==> src/rtl/alu.sv <==
// Registered WIDTH-bit ALU with carry/borrow, zero and signed-overflow flags.
// Define ALU_SATURATE_EN to clamp ADD/SUB results on signed overflow.
module alu #(
  parameter int WIDTH = 4
) (
  input  logic             clk,
  input  logic             rst_n,
  input  logic [2:0]       op,
  input  logic             in_c,
  input  logic [WIDTH-1:0] in_x,
  input  logic [WIDTH-1:0] in_y,
  output logic [WIDTH-1:0] out_s,
  output logic             out_c,
  output logic             zero,
  output logic             overflow
);

  typedef enum logic [2:0] {
    OP_ADD = 3'b000,
    OP_SUB = 3'b001,
    OP_NOT = 3'b010,
    OP_AND = 3'b011,
    OP_OR  = 3'b100,
    OP_XOR = 3'b101,
    OP_SLT = 3'b110,
    OP_EQ  = 3'b111
  } op_t;

  localparam int MSB = WIDTH - 1;

  op_t op_q;
  assign op_q = op_t'(op);

  logic is_add;
  logic is_sub;
  logic is_not;
  logic is_and;
  logic is_or;
  logic is_xor;
  logic is_slt;
  logic is_eq;

  assign is_add = (op_q == OP_ADD);
  assign is_sub = (op_q == OP_SUB);
  assign is_not = (op_q == OP_NOT);
  assign is_and = (op_q == OP_AND);
  assign is_or  = (op_q == OP_OR);
  assign is_xor = (op_q == OP_XOR);
  assign is_slt = (op_q == OP_SLT);
  assign is_eq  = (op_q == OP_EQ);

  // One extra bit holds carry-out (ADD) or borrow sign (SUB)
  logic [WIDTH:0] cin_ext;
  logic [WIDTH:0] add_full;
  logic [WIDTH:0] sub_full;

  assign cin_ext  = {{WIDTH{1'b0}}, in_c};
  assign add_full = {1'b0, in_x} + {1'b0, in_y} + cin_ext;
  assign sub_full = {1'b0, in_x} - {1'b0, in_y} - cin_ext;

  logic add_ov;
  logic sub_ov;

  assign add_ov = (in_x[MSB] == in_y[MSB])
                & (add_full[MSB] != in_x[MSB]);
  assign sub_ov = (in_x[MSB] != in_y[MSB])
                & (sub_full[MSB] != in_x[MSB]);

  // Full signed compare, independent of the subtractor
  logic lt_s;
  logic eq_s;

  assign lt_s = ($signed(in_x) < $signed(in_y));
  assign eq_s = (in_x == in_y);

  logic [WIDTH-1:0] sat_val;

  assign sat_val = in_x[MSB]
                 ? {1'b1, {(WIDTH-1){1'b0}}}
                 : {1'b0, {(WIDTH-1){1'b1}}};

  logic [WIDTH-1:0] res_d;
  logic             c_d;
  logic             ov_d;

  always_comb begin
    res_d = '0;
    c_d   = 1'b0;
    ov_d  = 1'b0;
    unique case (1'b1)
      is_add: begin
        res_d = add_full[WIDTH-1:0];
        c_d   = add_full[WIDTH];
        ov_d  = add_ov;
      end
      is_sub: begin
        res_d = sub_full[WIDTH-1:0];
        c_d   = sub_full[WIDTH];
        ov_d  = sub_ov;
      end
      is_not: res_d = ~in_x;
      is_and: res_d = in_x & in_y;
      is_or:  res_d = in_x | in_y;
      is_xor: res_d = in_x ^ in_y;
      is_slt: res_d = {{(WIDTH-1){1'b0}}, lt_s};
      is_eq:  res_d = {{(WIDTH-1){1'b0}}, eq_s};
      default: res_d = '0;
    endcase
  end

  logic [WIDTH-1:0] fin_d;

`ifdef ALU_SATURATE_EN
  assign fin_d = ov_d ? sat_val : res_d;
`else
  assign fin_d = res_d;
  logic unused_sat;
  assign unused_sat = ^sat_val;
`endif

  always_ff @(posedge clk) begin
    if (!rst_n) begin
      out_s    <= '0;
      out_c    <= 1'b0;
      zero     <= 1'b1;
      overflow <= 1'b0;
    end else begin
      out_s    <= fin_d;
      out_c    <= c_d;
      zero     <= ~|fin_d;
      overflow <= ov_d;
    end
  end

endmodule

==> config.mk <==
export PLATFORM = sky130hd
export DESIGN_NAME = alu
export DESIGN_NICKNAME = d
export VERILOG_FILES = /design/src/rtl/alu.sv
export SDC_FILE = /design/constraint.sdc
export NUM_CORES = 1
export LEC_CHECK = 0
export ABC_AREA = 1
export CORE_MARGIN = 5
export CORE_UTILIZATION = 57
export CTS_BUF_LIST = sky130_fd_sc_hd__clkbuf_8
export DETAILED_ROUTE_END_ITERATION = 7
export GPL_ROUTABILITY_DRIVEN = 0
export GPL_TIMING_DRIVEN = 1
export HOLD_SLACK_MARGIN = 0.08
export PLACE_DENSITY = 0.86
export SLEW_MARGIN = 20
export SYNTH_ARGS = -nofsm -noshare
export SYNTH_HDL_FRONTEND = slang
export SYNTH_SLANG_ARGS = --single-unit
export TNS_END_PERCENT = 1
==> constraint.sdc <==
create_clock -name clk -period 3.75 [get_ports clk]
set_clock_uncertainty 0.1 [all_clocks]
set_input_delay 0.5625 -clock clk [delete_from_list [all_inputs] [get_ports clk]]
set_output_delay 0.5625 -clock clk [all_outputs]
set_load 0.03 [all_outputs]
; Word-level counts from Yosys, hierarchy flattened
; Cells that the tools add are included.
[word_totals]
reg_bits = 7
inputBits = 14
wordCells = 33
output_inout_bits = 7
[classes]
n_eq_ne = 12
addsub = 4
reduce_logical = 3
magnitude_cmp = 1
bitwise = 6
n_mux = 3
[op_table]
columns = op, n
row1 = $pmux 4 s8, 1
row2 = $eq 3x3->1 const B, 4
row3 = $eq 3x2->1 const B, 2
row4 = $add 4x4->5, 1
row5 = $add 5x1->5, 1
row6 = $sub 4x4->5, 1
row7 = $sub 5x1->5, 1
row8 = $and 4x4->4, 1
row9 = $eq 4x4->1, 1
row10 = $lt 4x4->1, 1
row11 = $not 4->4, 1
row12 = $or 4x4->4, 1
row13 = $pmux 1 s2, 2
row14 = $reduce_or 4->1, 1
row15 = $xor 4x4->4, 1
row16 = $eq 3x1->1 const B, 1
row17 = $logic_not 3->1, 1
row18 = $ne 1x1->1, 3
row19 = $and 1x1->1, 2
row20 = $eq 1x1->1, 1
row21 = $logic_not 1->1, 1

; Longest topological paths before layout
; Gate-level depths: netlist (run 1).
[depth]
ltp_word = 5
depth_mapped = 12
ltp_nobuf = 12

; Worst setup path before layout (run 1)
; OpenSTA, ideal clock, no wires.
[synth_path]
kind = input to register
start = input in_c
end = register zero
t_arrival_ns = 2.010
stages = 10
slack_ns = 1.571
cell_sequence = fa_1 > inv_1 > ha_1 > o21ai_0 > nand3_1 > nand3_1 > nand2_1 > nor2_1 > nand2_1 > o21ai_1
[synth_between]
elab_chain_len = 4
[synth_rtl]
columns = item, line_no
row1 = start: declaration, 9  ; input logic in_c,
row2 = $sub 5x1->5 or $add 5x1->5 (tied branches), "59, 58"
row3 = $pmux 4 s8 *, 90  ; unique case (1'b1)
row4 = $reduce_or 4->1 *, 130  ; zero <= ~|fin_d;
row5 = $logic_not 1->1 *, 130
row6 = end signal: assignment, 130
row7 = end: declaration, 14  ; output logic zero,
; Every way passes the cells marked *; elsewhere a longest branch is shown, timed or not.
; A chain may end at the register's enable or synchronous reset.

; Final worst setup path (run 1)
[layout_path]
start = input in_x[0]
end = register zero
[layout_between]
elab_chain_len = 5
[layout_rtl]
columns = item, line_no
row1 = start: declaration, 10  ; input logic [WIDTH-1:0] in_x,
row2 = $sub 4x4->5 or $add 4x4->5 (tied branches), "59, 58"
row3 = $sub 5x1->5 or $add 5x1->5 (tied branches), "59, 58"
row4 = $pmux 4 s8 *, 90
row5 = $reduce_or 4->1 *, 130
row6 = $logic_not 1->1 *, 130
; Marks and branches as above.

==> results.env, run 1 <==
RUN_STATUS='completed'
BUFFER_PORTS.INSERTED=20
CORE_AREA_UM2=1710
POST_SYNTHESIS_CELL_AREA_UM2=1020
CRITPATHREQUIREDTIME_NS=3.80
PLACEMENT_ROWS=15
TRITONCTS='built'
TIMING.FMAX_MHz=355
FINAL.FILL_COUNT=130
DIE_H_UM=52.4
TIMING.SETUP.TNS_NS=0
CTSRESIZECOUNT=0
VIA_PER_INST=5.31
SYNTH.YOSYS.WARNINGS=0
FIN_CRIT_SH=0.751
NUMBER_OF_ANTENNA_VIOLATIONS_AT_THE_FIRST_CHECK_IN_GLOBAL_ROUTING=0
LAYOUT-DRIVE-GT1-SHARE=0.0442
BOUNDARYPINS=21
ARRIVAL_NS=2.87
TIMING.FINAL.MAX_SLEW_VIOLATIONS=0
NUM_ANTENNA_CELLS=0
TIMING.FINAL.CRIT_PERIOD_NS=2.82
CLK_PATH_BUF_DEPTH=2
HOLD_PATH_CLASS='in2reg'
WORST_SETUP_PATH_START_KIND='primary input'
FINAL_AREA_UM2=1290
SYNTH-SEQ-CELLS=7
GROUTE.LAYER.MET3.USAGE=0.0171
CTS.REPORTEDPATHS.CLKPINSLEW_NS=0.04
GRT.MET2_USAGE=0.378
GRT.BUSIEST_LAYER='met2'
GRT_REMAINING_OVERFLOW=0
MULTI_INPUT_AREA_UM2=773
SLEW_HEADROOM=0.719
FF_LATCH_AREA_UM2=140
DIE_AREA_UM2=2740
POSTCTSSETUPBUFFERS=0
GLOBALROUTEMET1UTIL=0.239
DESIGN_POWER_TOTAL_uW=335
GROUTE.USAGE.OVERALL=0.203
ROUTE.DETAILED.WL_PER_INST_UM=12.1
GRT_FIRST_PASS_WIRELENGTH_UM=4260
CRITICAL_PATH_SINK_TYPE='flip-flop'
SETUP_VIOL=0
FINAL_CELL_MIX='33 x sky130_fd_sc_hd__nand2_1, 26 x sky130_fd_sc_hd__inv_1, 21 x sky130_fd_sc_hd__nor2_1'
POSTPLACECELLAREA_UM2=1250
RSZ_0062_RAISED_AFTER_GLOBAL_ROUTING='false'
CLOCK_SINK_COUNT=7
FINAL_UTIL=0.756
SYNTH_NETS=194
SYNTH.DISTINCT_CELLS=20
CLK_ROOT_BUFFER_CELL='sky130_fd_sc_hd__clkbuf_8'
DRT_DRC_VIOLATIONS_LEFT=0
SYNTHESIS.AREA_PER_INSTANCE_UM2=6.47
CRITICAL_PATH_CLASS='in2reg'
FINAL_HOLD_VIOL_COUNT=0
ANTENNA_VIOLATING_NETS_LEFT=0
FIRST_GLOBAL_VIAS=1056
GRT_START_MAX_NET_PINS=12
POSTSYNTHCELLCOUNT=158
VDD_DROP_MAX_mV=0.153
WORST_SLEW_PIN_SLEW_NS=0.420
INITIAL_CORE_UTIL=0.599
DRV.MAX_CAP_VIOLATION_COUNT=0
CRITICAL_PATH.MAX_FANOUT=4
DRT_ITER0_MARKERS=36
HTREEDEPTH=1
SEQ_AREA_FRAC_SYNTH=0.137
NUMBER_OF_ITERATIONS_IN_THE_FIRST_DETAILED_ROUTING_PASS=4
DP_HPWL_UM=2140
TOTAL_LEAKAGE_POWER_nW=0.687
HOLD_BUFFERS=0
TRITONCTS.NUM_BUFFERS=3
DIE_WIDTH_UM=52.4
LAYOUT.NETS=218
LAYOUT.CELLS.MOST_COMMON='sky130_fd_sc_hd__nand2_1'
POWER_DENSITY_nW_PER_UM2=259
AREA_DELTA_SYNTH_FINAL_PCT=26.3
DETAIL_ROUTE.WIRELENGTH_UM=2480
VIAS=1093
==> cells by family (layout without fill, tap and decap cells) <==
group | after synthesis | count (layout) | synth area share
AND/OR/NAND/NOR | 81 | 81 | 0.351
flip-flops | 7 | 7 | 0.137
adder cells (fa/ha/maj) | 22 | 22 | 0.299
buffers and inverters | 28 | 51 | 0.106
AO/OA/AOI/OAI | 19 | 19 | 0.0979
XOR/XNOR | 1 | 1 | 0.00857
==> registers in the layout, indices dropped and copies added, names as in the netlist <==
register / count
zero: 1
out_c: 1
overflow: 1
out_s: 4
==> power by group <==
group	leakage, nW	internal [mW]	switching (mW)
Sequential	0.0578	0.0817	0.00159
Clock	0.0269	0.0704	0.0292
Combinational	0.602	0.0610	0.0912
Total	0.687	0.213	0.122
==> synth_stat cells <==
library cell               instances  area [um^2]
sky130_fd_sc_hd__a21o_1            1         7.51
sky130_fd_sc_hd__a21oi_1           9         45.0
sky130_fd_sc_hd__and2_1            2         12.5
sky130_fd_sc_hd__buf_4             1         7.51
sky130_fd_sc_hd__dfxtp_1           7          140
sky130_fd_sc_hd__fa_1              4         80.1
sky130_fd_sc_hd__ha_1             18          225
sky130_fd_sc_hd__inv_1            25         93.8
sky130_fd_sc_hd__inv_2             2         7.51
sky130_fd_sc_hd__nand2_1          33          124
sky130_fd_sc_hd__nand2_2           1         6.26
sky130_fd_sc_hd__nand3_1          15         75.1
sky130_fd_sc_hd__nand3b_1          5         37.5
sky130_fd_sc_hd__nand4_1           2         12.5
sky130_fd_sc_hd__nor2_1           21         78.8
sky130_fd_sc_hd__nor2_2            2         12.5
sky130_fd_sc_hd__o21ai_0           2         10.0
sky130_fd_sc_hd__o21ai_1           6         30.0
sky130_fd_sc_hd__o21bai_1          1         7.51
sky130_fd_sc_hd__xor2_1            1         8.76
==> path summary, 6_finish.rpt <==
kind / slack [ns] / cells after the start / startpoint / to
worst max-delay path: 0.93 / 11 / in_x[0] / zero$_SDFF_PN1_
worst min-delay path: 0.88 / 2 / rst_n / zero$_SDFF_PN1_
==> critical path, stage by stage <==
cell and delay, ns:
sky130_fd_sc_hd__clkdlybuf4s50_1 0.52, sky130_fd_sc_hd__fa_1 0.57, sky130_fd_sc_hd__inv_1 0.07, sky130_fd_sc_hd__ha_1 0.17
sky130_fd_sc_hd__o21ai_0 0.28, sky130_fd_sc_hd__nand3_1 0.17, sky130_fd_sc_hd__nand3_1 0.16, sky130_fd_sc_hd__nand2_1 0.08
sky130_fd_sc_hd__nor2_1 0.11, sky130_fd_sc_hd__nand2_1 0.06, sky130_fd_sc_hd__o21ai_1 0.12
==> stage by stage <==
step	hold WS, ns	setup WS [ns]	std cells
global placement	1.09	0.789	202
CTS	0.883	0.953	206
global route	0.912	0.747	206
detailed placement	1.10	0.719	202
finish	0.877	0.934	206
floorplan	0.542	1.57	158
==> routing by layer <==
metal | vias to the layer above | share of wire
met3 | 0 | 0.073
li1 | 546 | -
met2 | 49 | 0.52
met5 | - | 0
met4 | 0 | 0
met1 | 498 | 0.41
==> cell type report <==
cell class,count,area share
flip-flops and latches,7,0.109
inverters,27,0.0785
clock buffers,3,0.0320
well taps,25,0.0242
clock inverters,1,0.00291
repair buffers,20,0.155
multi-input cells,123,0.599
Note: power is estimated with default switching activity, not from simulation.
==> run 2, diff against run 1 <==
- CORE_UTILIZATION: 57 -> 48
- PLACE_DENSITY: 0.86 -> 0.77
- clock period: 3.75 -> 2.4 ns (I/O delays scaled with it)
==> run 2 against run 1 <==
Net effect: non-clock buffer count rose by 12; via count rose by 2.8%; cell area rose by 9.0%; global-route usage fell by 3.4 points; sequential share of layout area fell by 0.90 points; critical path depth rose by 1; sequential cell count did not move; worst hold slack got worse by 0.22 ns; total power rose by 64%; die area rose by 15%; largest power group unchanged.
==> results.env, run 2 (synthesized netlist as in run 1, its figures left out) <==
TOTAL_LEAKAGE_POWER_nW=0.765  # +11%
RSZ_0062_RAISED_AFTER_GLOBAL_ROUTING='false'
CTS.REPORTEDPATHS.CLKPINSLEW_NS=0.04  # about the same
GRT_FIRST_PASS_WIRELENGTH_UM=4340  # +1.8%
CRITICAL_PATH.MAX_FANOUT=2  # -2
WORST_SLEW_PIN_SLEW_NS=0.395  # -0.0252 ns
LAYOUT.NETS=230  # +5.5%
DIE_H_UM=56.2  # +7.3%
POSTCTSSETUPBUFFERS=0  # unchanged
VIA_PER_INST=5.11  # -3.7%
ROUTE.DETAILED.WL_PER_INST_UM=11.8  # -2.0%
WORST_HOLD_PATH.ENDPOINT='zero$_SDFF_PN1_'
LAYOUT-DRIVE-GT1-SHARE=0.130  # +0.0853
DIE_WIDTH_UM=56.2  # +7.3%
LAYOUT.CELLS.MOST_COMMON='sky130_fd_sc_hd__nand2_1'
DETAIL_ROUTE.WIRELENGTH_UM=2600  # +4.7%
DP_HPWL_UM=2190  # +1.9%
GRT_REMAINING_OVERFLOW=0  # unchanged
TIMING.FINAL.CRIT_PERIOD_NS=2.29
BUFFER_PORTS.INSERTED=20  # unchanged
FIN_CRIT_SH=0.952
LARGEST_REGISTER_FF_COUNT=4  # unchanged
CORE_AREA_UM2=2000  # +17%
PLACEMENT_ROWS=16  # +1
TIMING.FINAL.MAX_SLEW_VIOLATIONS=0  # unchanged
WORSTHOLDSTART='rst_n'
RUN_STATUS='completed'
WORST_SETUP_PATH_START_KIND='primary input'
DIE_AREA_UM2=3150  # +15%
CLK_PATH_BUF_DEPTH=2  # unchanged
ANTENNA_VIOLATING_NETS_LEFT=0  # unchanged
BOUNDARYPINS=21  # unchanged
FINAL.FILL_COUNT=172  # +32%
CRITICAL_PATH_CLASS='in2reg'
WHS_PATH_DEPTH=2  # unchanged
VIAS=1124  # +2.8%
NUM_ANTENNA_CELLS=0  # unchanged
GROUTE.USAGE.OVERALL=0.169  # -0.0341
WORST_HOLD_SLACK_NS=0.655  # -0.222 ns
CLOCK_SINK_COUNT=7  # unchanged
HOLD_BUFFERS=0  # unchanged
POWER_DENSITY_nW_PER_UM2=391  # +51%
TRITONCTS.NUM_BUFFERS=3  # unchanged
TRITONCTS='built'
INITIAL_CORE_UTIL=0.511  # -0.0879
CRITPATHREQUIREDTIME_NS=2.41  # -1.39 ns
GRT_START_MAX_NET_PINS=11  # -1
AREA_DELTA_SYNTH_FINAL_PCT=37.7
TIMING.FMAX_MHz=438
CRITICAL_PATH_SINK_TYPE='flip-flop'
DRV.MAX_CAP_VIOLATION_COUNT=0  # unchanged
DRT_DRC_VIOLATIONS_LEFT=0  # unchanged
VDD_DROP_MAX_mV=0.288  # +89%
TOP_REGISTER='out_s'
CLK_ROOT_BUFFER_CELL='sky130_fd_sc_hd__clkbuf_8'
SLEW_HEADROOM=0.736  # +0.0167
FINAL_HOLD_VIOL_COUNT=0  # unchanged
ARRIVAL_NS=2.29  # -0.58 ns
FINAL_CELL_MIX='33 x sky130_fd_sc_hd__nand2_1, 26 x sky130_fd_sc_hd__inv_1, 20 x sky130_fd_sc_hd__nor2_1'
DRT_ITER0_MARKERS=36  # unchanged
FIRST_GLOBAL_VIAS=1043  # -1.2%
TIMING.SETUP.TNS_NS=0  # unchanged
NUMBER_OF_ITERATIONS_IN_THE_FIRST_DETAILED_ROUTING_PASS=4  # unchanged
HTREEDEPTH=1  # unchanged
NUMBER_OF_ANTENNA_VIOLATIONS_AT_THE_FIRST_CHECK_IN_GLOBAL_ROUTING=0  # unchanged
HOLD_PATH_CLASS='in2reg'
SETUP_VIOL=0  # unchanged
## run 2: changes by cell type in the layout (fill, tap and decap cells not counted), moves of 2 or more
cell,delta
sky130_fd_sc_hd__buf_4,+12
sky130_fd_sc_hd__clkdlybuf4s50_1,-2
sky130_fd_sc_hd__dlymetal6s2s_1,+2
sky130_fd_sc_hd__nand3_1,-2
sky130_fd_sc_hd__nand3_2,+2
## run 2: metrics by stage
step	total power [mW]	cells	cell area (um^2)	utilization	setup WS, ns
global route	0.590	220	1410	0.703	0.0155
floorplan	0.283	158	1020	-	0.423
global placement	0.379	216	1340	0.669	-0.315
detailed placement	0.384	216	1340	0.669	-0.334
CTS	0.548	220	1390	0.693	0.0280
finish	0.551	220	1410	0.703	0.115
## run 2: routing by layer
metal  vias up  share of wire  global-route usage
met2        55           0.49               0.290
met1       492           0.42               0.206
met3         8          0.065              0.0278
li1        569              -                   -
met4         0          0.021              0.0712
met5         -              0                   0
## run 2: cell type report
| cell class | count | area (um^2) | area share |
|---|---|---|---|
| clock buffers | 3 | 41.3 | 0.0293 |
| flip-flops and latches | 7 | 140 | 0.0996 |
| multi-input cells | 123 | 792 | 0.563 |
| clock inverters | 1 | 3.75 | 0.00267 |
| repair buffers | 32 | 295 | 0.210 |
| well taps | 27 | 33.8 | 0.0240 |
| inverters | 27 | 101 | 0.0720 |
## run 2: worst max path at each step
| stage | start | endpoint | slack (ns) | cells after the start |
|---|---|---|---|---|
| 2_1_floorplan | in_c | zero$_SDFF_PN1_ | 0.42 | 10 |
| 5_1_grt | in_c | zero$_SDFF_PN1_ | 0.02 | 13 |
| 6_report | in_c | zero$_SDFF_PN1_ | 0.11 | 12 |
| 3_3_place_gp | in_x[0] | zero$_SDFF_PN1_ | -0.31 | 11 |
| 4_1_cts | in_x[0] | zero$_SDFF_PN1_ | 0.03 | 11 |
| 3_5_place_dp | in_x[0] | zero$_SDFF_PN1_ | -0.33 | 11 |
## run 2: where the power goes
part,internal [mW],switching (mW),leakage (nW)
Combinational,0.113,0.151,0.680
Sequential,0.128,0.00234,0.0578
Clock,0.110,0.0473,0.0269
Total,0.350,0.200,0.765
## run 2: repair_timing
item | 4_1_cts | 5_1_grt
resized for setup | 2 | 6
pin swaps | 0 | 4
setup endpoints to repair | 3 | 6
## run 2: worst max-delay path: stages
cell	delay (ns)
sky130_fd_sc_hd__clkdlybuf4s50_1	0.44
sky130_fd_sc_hd__fa_1	0.54
sky130_fd_sc_hd__inv_1	0.09
sky130_fd_sc_hd__ha_1	0.19
sky130_fd_sc_hd__o21ai_2	0.17
sky130_fd_sc_hd__nand2_1	0.07
sky130_fd_sc_hd__nand2_1	0.09
sky130_fd_sc_hd__nand3_2	0.08
sky130_fd_sc_hd__nand2_1	0.10
sky130_fd_sc_hd__nor2_1	0.04
sky130_fd_sc_hd__nand2_1	0.06
sky130_fd_sc_hd__o21ai_1	0.06
==> RTL edit (settings of run 2) <==
The option `ALU_SATURATE_EN` is turned on by a define.
--- a/src/rtl/alu.sv
+++ b/src/rtl/alu.sv
@@ -1,4 +1,6 @@
 // Registered WIDTH-bit ALU with carry/borrow, zero and signed-overflow flags.
 // Define ALU_SATURATE_EN to clamp ADD/SUB results on signed overflow.
+`define ALU_SATURATE_EN
+
 module alu #(
   parameter int WIDTH = 4
Function: changed (a bounded check fails within 4 cycles, from zero or initial values and one cycle with rst_n low).
==> RTL edit against run 2 <==
- power increased by 5.8%
- routed wire length increased by 15%
- sequential cell count is the same
- critical path depth up 3
- cell count up 3.2%
- cell area grew 4.8%
- global-route usage increased by 1.8 points
- worst setup slack better by 0.074 ns
- area after synthesis grew 4.8%
- largest power group unchanged
==> RTL edit: results (changes against run 2) <==
Cells and area
  • Buffers, non-clock: 35 (+9.4%)
  • Share of layout cells above drive strength 1: 21.11% (+8.2 points)
  • Seq area share: 9.500% (-0.46 points)
  • Signal inverters: 29 (+7.4%)
  • Multi-input combinational area share: 57.00% (+0.73 points)
  • Buffer share of cell area: 20.70% (-0.28 points)
  • Most flops, register: out_s
  • Clk tree area frac: 3.053% (-0.15 points)
  • Fill count: 197 (+15%)
  • #MultiIn Comb: 124 (+0.81%)
  • Fin cells: 227 (+3.2%)

Synth
  • Seq/Total Area, Yosys: 13.08% (-0.62 points)
  • Top cells by count, synth: nand2_1 (28), inv_1 (24), nand3_1 (19), nor2_1 (17), ha_1 (16)
  • Post-synthesis cell count: 163 (+3.2%)
  • Post-synth EDFFs: 0 (unchanged)
  • Synth cell types: 24 (+20%)
  • Top post-synthesis cells by area: ha_1 (19%), dfxtp_1 (13%), nand2_1 (9.8%)
  • Syn_nets: 197 (+1.5%)
  • Main flop type after synthesis: dfxtp_1

Pwr
  • Maximum VDD drop: 0.0003495 V (+21%)
  • Leakage power: 0.7485 nW (-2.1%)

Placement
  • Post-DP HPWL: 2454 um (+12%)
  • Setup Slack @ Placement: -0.3512 ns (-0.01715 ns)
  • Port bufs: 20 (unchanged)
  • Dpl cells: 223 (+3.2%)

Drt
  • Post-Route M1 WL: 1159 um (+5.0%)
  • WL met3: 197 um (+17%)
  • DR iter-0 viols: 48 (+33%)
  • Met2 Wirelength: 1609 um (+27%)
  • Via-to-Cell Ratio: 5.264 (+3.0%)
  • Avg WL per Cell: 13.20 um (+12%)

Worst setup path
  • CP arrival: 2.24 ns (-0.05 ns)
  • Max FO, Critical Path: 4 (+2)

GRT
  • Remaining Overflow, GRT: 0 (unchanged)
  • Met2 Usage GRT: 34.42% (+5.4 points)
  • First-pass GRT wire length: 4974 um (+15%)
  • Vias in the first global route: 1259 (+21%)
  • Initial antenna violation count: 0 (unchanged)
  • Grt met3 use: 5.204% (+2.4 points)
  • Gr usage total: 18.74% (+1.8 points)
  • Global-route track usage on met1: 20.24% (-0.37 points)

Worst hold path
  • Hold Path Class: input pin to register
  • Hold Crit Depth: 2 (unchanged)

Clock tree
  • Cts repair resizes: 5 (+3)
  • Setup bufs post-CTS: 0 (unchanged)
  • H-tree depth: 1 (unchanged)

Run status
  • Status: finished clean

STA
  • Worst-Margin Slew: 0.4172 ns (+0.02206 ns)
-- RTL edit: cell count changes after synthesis, moves of 2 or more --
cell             run 2  this run
inv_2                2         5
nor2_1              21        17
ha_1                18        16
nor3_1               0         6
nand3_1             15        19
nand3b_1             5         2
nand2_2              1         4
o21ai_0              2         7
nor2_4               0         2
and2_1               2         0
a21oi_2              0         2
o21ai_1              6         1
nand2_1             33        28
-- RTL edit: logic make-up after synthesis --
group | synth area share (%)
DFF | 13.08
AOI/OAI and AO/OA | 9.579
adders and majority gates | 26.17
buffers and inverters | 12.38
and+or+nand+nor | 38.78
-- RTL edit: metrics by stage --
| stage | setup TNS, ns | utilization (%) | cell area (sq um) |
|---|---|---|---|
| 3_3_place_gp | -1.296 | 64.30 | 1395 |
| 6_report | 0 | 67.99 | 1475 |
| 4_1_cts | 0 | 66.55 | 1444 |
| 3_5_place_dp | -1.780 | 64.30 | 1395 |
| 2_1_floorplan | 0 | - | 1071 |
| 5_1_grt | 0 | 67.99 | 1475 |
-- RTL edit: worst paths after layout --
path     from              end  slack [ns]
max   in_x[0]  zero$_SDFF_PN1_        0.19
min     rst_n  zero$_SDFF_PN1_        0.56
-- RTL edit: critical path, stage by stage --
cell and delay (ns):
dlygate4sd2_1 0.28, fa_1 0.42, ha_1 0.30, nand2_2 0.09
nand2_1 0.08, nand2_1 0.09, nand3_1 0.07, nand2_1 0.09
nand2_2 0.08, nand2_4 0.10, nand2_4 0.07, nand2_1 0.06
inv_1 0.05, nand3_1 0.06, nand2_1 0.04
-- RTL edit: report_power, final --
part	internal (mW)	total [mW]	switching, mW
Sequential	0.127	0.130	0.00263
Clock	0.111	0.164	0.0535
Combinational	0.122	0.288	0.166
Total	0.360	0.583	0.223
